<file path="src/rtl/rf_mp_pkg.sv">
// Shared definitions for the multi-port register file: default sizes,
// the address-width helper and the architectural register address type.
package rf_mp_pkg;

    localparam int unsigned XLEN_DEF  = 32;
    localparam int unsigned NREGS_DEF = 32;

    // Address width needed to index a register file of nregs entries.
    function automatic int unsigned aw_of(input int unsigned nregs);
        return $clog2(nregs);
    endfunction

    typedef logic [$clog2(NREGS_DEF)-1:0] reg_addr_t;

endpackage

</file>
<file path="src/rtl/rf_mp_scoreboard.sv">
// Busy-bit scoreboard for rf_mp: one bit per register, set on issue,
// cleared on writeback, wiped on flush. Issue wins over a same-cycle write
// to the same register because the issuing instruction is the younger producer.
module rf_mp_scoreboard
    import rf_mp_pkg::*;
#(
    parameter int unsigned NREGS = NREGS_DEF,
    parameter int unsigned NRD   = 2,
    parameter int unsigned NWR   = 2,
    parameter int unsigned AW    = aw_of(NREGS_DEF)
) (
    input  logic              i_clk,
    input  logic              i_rst,
    input  logic [NRD*AW-1:0] i_raddr,
    input  logic [NRD-1:0]    i_byp_hit,
    input  logic [NWR-1:0]    i_wen,
    input  logic [NWR*AW-1:0] i_waddr,
    input  logic              i_issue,
    input  logic [AW-1:0]     i_issue_rd,
    input  logic              i_flush,
    output logic [NRD-1:0]    o_busy
);

    logic [NREGS-1:0] busy_q;
    logic [NREGS-1:0] busy_d;
    logic [AW-1:0]    ra;

    // Next-state busy: clear on write, then set on issue, flush overrides both.
    always_comb begin
        busy_d = busy_q;
        for (int unsigned j = 0; j < NWR; j++) begin
            if (i_wen[j] && i_waddr[j*AW +: AW] != '0) begin
                busy_d[i_waddr[j*AW +: AW]] = 1'b0;
            end
        end
        if (i_issue && i_issue_rd != '0) begin
            busy_d[i_issue_rd] = 1'b1;
        end
        if (i_flush) begin
            busy_d = '0;
        end
    end

    // Busy-bit register with synchronous reset.
    always_ff @(posedge i_clk) begin
        if (i_rst) begin
            busy_q <= '0;
        end else begin
            busy_q <= busy_d;
        end
    end

    // Per-port lookup; x0 never busy, a bypassed operand is already available.
    always_comb begin
        o_busy = '0;
        ra     = '0;
        for (int unsigned k = 0; k < NRD; k++) begin
            ra        = i_raddr[k*AW +: AW];
            o_busy[k] = busy_q[ra] && (ra != '0) && !i_byp_hit[k];
        end
    end

endmodule

</file>
<file path="src/rtl/rf_mp.sv">
// Multi-port register file: NRD combinational read ports, NWR synchronous
// write ports (highest port wins on conflict), optional write-to-read bypass.
// Define RF_MP_SCOREBOARD_EN to build the busy scoreboard; otherwise o_busy is
// tied low and the issue/flush inputs are ignored.
module rf_mp
    import rf_mp_pkg::*;
#(
    parameter int unsigned XLEN      = XLEN_DEF,
    parameter int unsigned NREGS     = NREGS_DEF,
    parameter int unsigned NRD       = 2,
    parameter int unsigned NWR       = 2,
    parameter bit          BYPASS_EN = 1'b0,
    localparam int unsigned AW       = aw_of(NREGS)
) (
    input  logic                i_clk,
    input  logic                i_rst,
    input  logic [NRD*AW-1:0]   i_raddr,
    output logic [NRD*XLEN-1:0] o_rdata,
    output logic [NRD-1:0]      o_busy,
    input  logic [NWR-1:0]      i_wen,
    input  logic [NWR*AW-1:0]   i_waddr,
    input  logic [NWR*XLEN-1:0] i_wdata,
    input  logic                i_issue,
    input  logic [AW-1:0]       i_issue_rd,
    input  logic                i_flush
);

    logic [XLEN-1:0] regs_q [NREGS];
    logic [NRD-1:0]  byp_hit;
    logic [AW-1:0]   ra;
    logic [XLEN-1:0] rd;

    // Storage: later write ports override earlier ones; x0 is never written.
    always_ff @(posedge i_clk) begin
        if (i_rst) begin
            for (int unsigned i = 0; i < NREGS; i++) begin
                regs_q[i] <= '0;
            end
        end else begin
            for (int unsigned j = 0; j < NWR; j++) begin
                if (i_wen[j] && i_waddr[j*AW +: AW] != '0) begin
                    regs_q[i_waddr[j*AW +: AW]] <= i_wdata[j*XLEN +: XLEN];
                end
            end
        end
    end

    // Read muxes with optional bypass (highest matching write port wins).
    always_comb begin
        o_rdata = '0;
        byp_hit = '0;
        ra      = '0;
        rd      = '0;
        for (int unsigned k = 0; k < NRD; k++) begin
            ra = i_raddr[k*AW +: AW];
            rd = regs_q[ra];
            if (BYPASS_EN) begin
                for (int unsigned j = 0; j < NWR; j++) begin
                    if (i_wen[j] && i_waddr[j*AW +: AW] == ra) begin
                        rd         = i_wdata[j*XLEN +: XLEN];
                        byp_hit[k] = 1'b1;
                    end
                end
            end
            if (ra == '0) begin
                rd = '0;
            end
            o_rdata[k*XLEN +: XLEN] = rd;
        end
    end

`ifdef RF_MP_SCOREBOARD_EN
    rf_mp_scoreboard #(
        .NREGS (NREGS),
        .NRD   (NRD),
        .NWR   (NWR),
        .AW    (AW)
    ) u_scoreboard (
        .i_clk      (i_clk),
        .i_rst      (i_rst),
        .i_raddr    (i_raddr),
        .i_byp_hit  (byp_hit),
        .i_wen      (i_wen),
        .i_waddr    (i_waddr),
        .i_issue    (i_issue),
        .i_issue_rd (i_issue_rd),
        .i_flush    (i_flush),
        .o_busy     (o_busy)
    );
`else
    logic unused_sb;
    assign unused_sb = ^{i_issue, i_issue_rd, i_flush, byp_hit};
    assign o_busy    = '0;
`endif

endmodule

</file>
<file path="config.mk">
export PLATFORM = sky130hd
export DESIGN_NAME = rf_mp
export DESIGN_NICKNAME = d
export VERILOG_FILES = /design/src/rtl/rf_mp_pkg.sv /design/src/rtl/rf_mp_scoreboard.sv /design/src/rtl/rf_mp.sv
export SDC_FILE = /design/constraint.sdc
export NUM_CORES = 2
export LEC_CHECK = 0
export CAP_MARGIN = 40
export CORE_MARGIN = 2
export CORE_UTILIZATION = 45
export DETAILED_ROUTE_END_ITERATION = 8
export PLACE_DENSITY_LB_ADDON = 0.08
export SYNTH_ARGS = -nofsm -noshare
export SYNTH_HDL_FRONTEND = slang
export SYNTH_SLANG_ARGS = --single-unit
</file>
<file path="constraint.sdc">
create_clock -name i_clk -period 3.9 [get_ports i_clk]
set_input_delay 0.78 -clock i_clk [delete_from_list [all_inputs] [get_ports i_clk]]
set_output_delay 0.78 -clock i_clk [all_outputs]
set_load 0.03 [all_outputs]
</file>
==> results.json <==
{
  "syn_to_final_growth_pct": 18.0,
  "drv_slew": 0,
  "synth-edff-count": 1024,
  "period_share_pct": 99.4,
  "die_w_um": 366,
  "grtUsageTotal_pct": 36.9,
  "fill_cells": 10463,
  "dp_hpwl_um": 160000,
  "yosysSeqAreaShare_pct": 52.3,
  "cap_violations": 0,
  "numClockSinks": 1024,
  "grt_overflow_total": 0,
  "yosysTopAreaCell": "edfxtp_1",
  "seq_area_um2": 30700,
  "dieArea_um2": 134000,
  "ctsHoldBuffers": 0,
  "netlist_instances": 3903,
  "p_sw_mw": 7.83,
  "dr.pass1.iters": 6,
  "largestRegisters": "regs_q: 1024 flops",
  "top_register": "regs_q",
  "gp_congestion": 0.964,
  "worst_slew_pin_slew_ns": 0.963,
  "critical_path.max_stage_delay_ns": 0.40,
  "cp_data_arrival_time_ns": 3.10,
  "p_comb_share_pct": 16.9,
  "ant_nets": 0,
  "async_flop_share_pct": 0,
  "required_ns": 3.12,
  "numCtsBuffers": 116,
  "antenna_found_initial": 6,
  "timing.final.ws_setup_ns": 0.0231,
  "cts.htree.levels": 3,
  "drt_iter0_drc": 6094,
  "switching_share_pct": 27.0,
  "post-route-util_pct": 53.5,
  "io_pins": 161,
  "p_seq_share_pct": 45.2,
  "netlist.area_leader.share_pct": 52.3,
  "largest_register_ffs": 1024,
  "finalHoldViolations": 0,
  "core.rowCount": 132,
  "grt_pass1_wl_um": 343000,
  "vdd_drop_max_mv": 0.361,
  "synthTopCellsByArea": "edfxtp_1 52%, mux4_2 17%, a22o_1 15%",
  "syn-cell-area_um2": 58800,
  "crit_family": "buffers and inverters",
  "cts_tree": "done",
  "path_class": "input pin to primary output",
  "grt_start_max_net_pins": 43,
  "fin_hold_ws_ns": 0.720,
  "io_buffers": 151,
  "viasPerCell": 7.43,
  "dp_cells": 5752,
  "crit_chain": "buf_8 -> buf_12 -> mux4_2 -> mux2_2 -> o21ai_0 -> a311oi_1 -> buf_4 -> buf_12",
  "status": "finished clean",
  "relSlewSlack_pct": 35.7,
  "instances_no_fill": 5970,
  "power.leakage_nw": 23.8,
  "setup_viol": 0,
  "setup_tns_ns": 0,
  "dr_total_vias": 44375,
  "crit_slowest_cell": "buf_8",
  "power_per_cell_area_nw_per_um2": 418,
  "rsz0062_at_grt": "false",
  "drt-total-wl_um": 248000,
  "syn_avg_cell_area_um2": 15.1,
  "root_buffer": "clkbuf_16",
  "postPlaceCellArea_um2": 65600,
  "dieHeight_um": 366,
  "multiInputGateArea_um2": 25700,
  "start_util_pct": 45.4,
  "p_clk_share_pct": 37.8,
  "finalNetCount": 4223,
  "path_buf_inv": 4,
  "yosysWarnings": 0,
  "synth-main-ff-cell": "edfxtp_1",
  "post-cts-setup-buffers": 0,
  "grt_pass1_vias": 44400,
  "critPathCaptureType": "primary output",
  "max_freq_ghz": 0.258,
  "synth_cell_types": 46,
  "min_path_type": "input pin to flop",
  "drive_gt1_share_pct": 33.4,
  "final_common_cell": "edfxtp_1",
  "core_area_um2": 130000,
  "intPower_mw": 21.2,
  "period_needed_ns": 3.88,
  "critPathLaunchType": "input pin",
  "ys_seq_elements": 1024,
  "drc": 0,
  "clkSlewWorstSetupHoldPaths_ns": 0.06,
  "wire_per_inst_um": 41.6,
  "post-place-ws_ns": -0.0574,
  "crit_top_cell": "buf_12",
  "totalPowerFinal_mw": 29.0,
  "clockBufferDepth": 3,
  "design_area_um2": 69400,
  "worstPathMaxFanout": 29,
  "layout_common_cells": "1024 x edfxtp_1, 992 x a22o_1, 461 x buf_4, 448 x mux4_2, 138 x buf_12"
}
## logic make-up after synthesis
logic type / share of synthesized area, %
other: 0.00637
DFF: 52.3
and+or+nand+nor: 3.08
muxes: 20.5
buffers and inverters: 4.87
AOI/OAI and AO/OA: 19.2
## final cells by class
class	count	share of cell area [%]
inverter	2	0.0162
tap	1742	3.14
clock inverter	68	0.903
clock buffer	148	4.45
antenna	2	0.00721
timing repair buffer	685	10.1
sequential	1024	44.3
multi-input combinational	2299	37.1
## power groups by stage
| stage | Combinational (mW) | Clock (mW) | Sequential, mW |
|---|---|---|---|
| 5_1_grt | 5.00 | 11.4 | 13.2 |
| 3_5_place_dp | 4.81 | 0 | 13.3 |
| 6_report | 4.91 | 11.0 | 13.1 |
| 4_1_cts | 4.83 | 11.0 | 13.1 |
| 3_3_place_gp | 4.77 | 0 | 13.2 |
| 2_1_floorplan | 2.43 | 0 | 13.2 |
## path summary, 6_finish.rpt
check | startpoint | slack, ns | end | cells after the start
setup / recovery | i_raddr[2] | 0.02 | o_rdata[13] | 8
hold / removal | i_rst | 0.72 | regs_q[0][8]$_DFFE_PP_ | 2
## synthesized netlist by cell type (34+ instances only)
cell type     n
a211oi_1     64
a221oi_1     47
a22o_1      992
a22oi_1      64
a311oi_1     64
buf_2       207
clkbuf_1    349
edfxtp_1   1024
mux2_2       64
mux2i_1     128
mux4_2      448
nand2_1      34
nor2_1       47
nor2b_1      68
o21ai_0      49
o21ai_1      62
## metal layers
layer	vias to the layer above	track usage [%]	share of wire, %
li1	17140	-	-
met1	22979	47.0	36
met2	3508	57.5	46
met3	738	8.22	11
met4	10	23.2	7.3
met5	-	0	0.029
## repair_timing
| action | 4_1_cts | 5_1_grt |
|---|---|---|
| setup endpoints to repair | 2 | 7 |
| resized for setup | 2 | 7 |
| hold endpoints to repair | 0 | 0 |
Note: power is estimated with default switching activity, not from simulation.
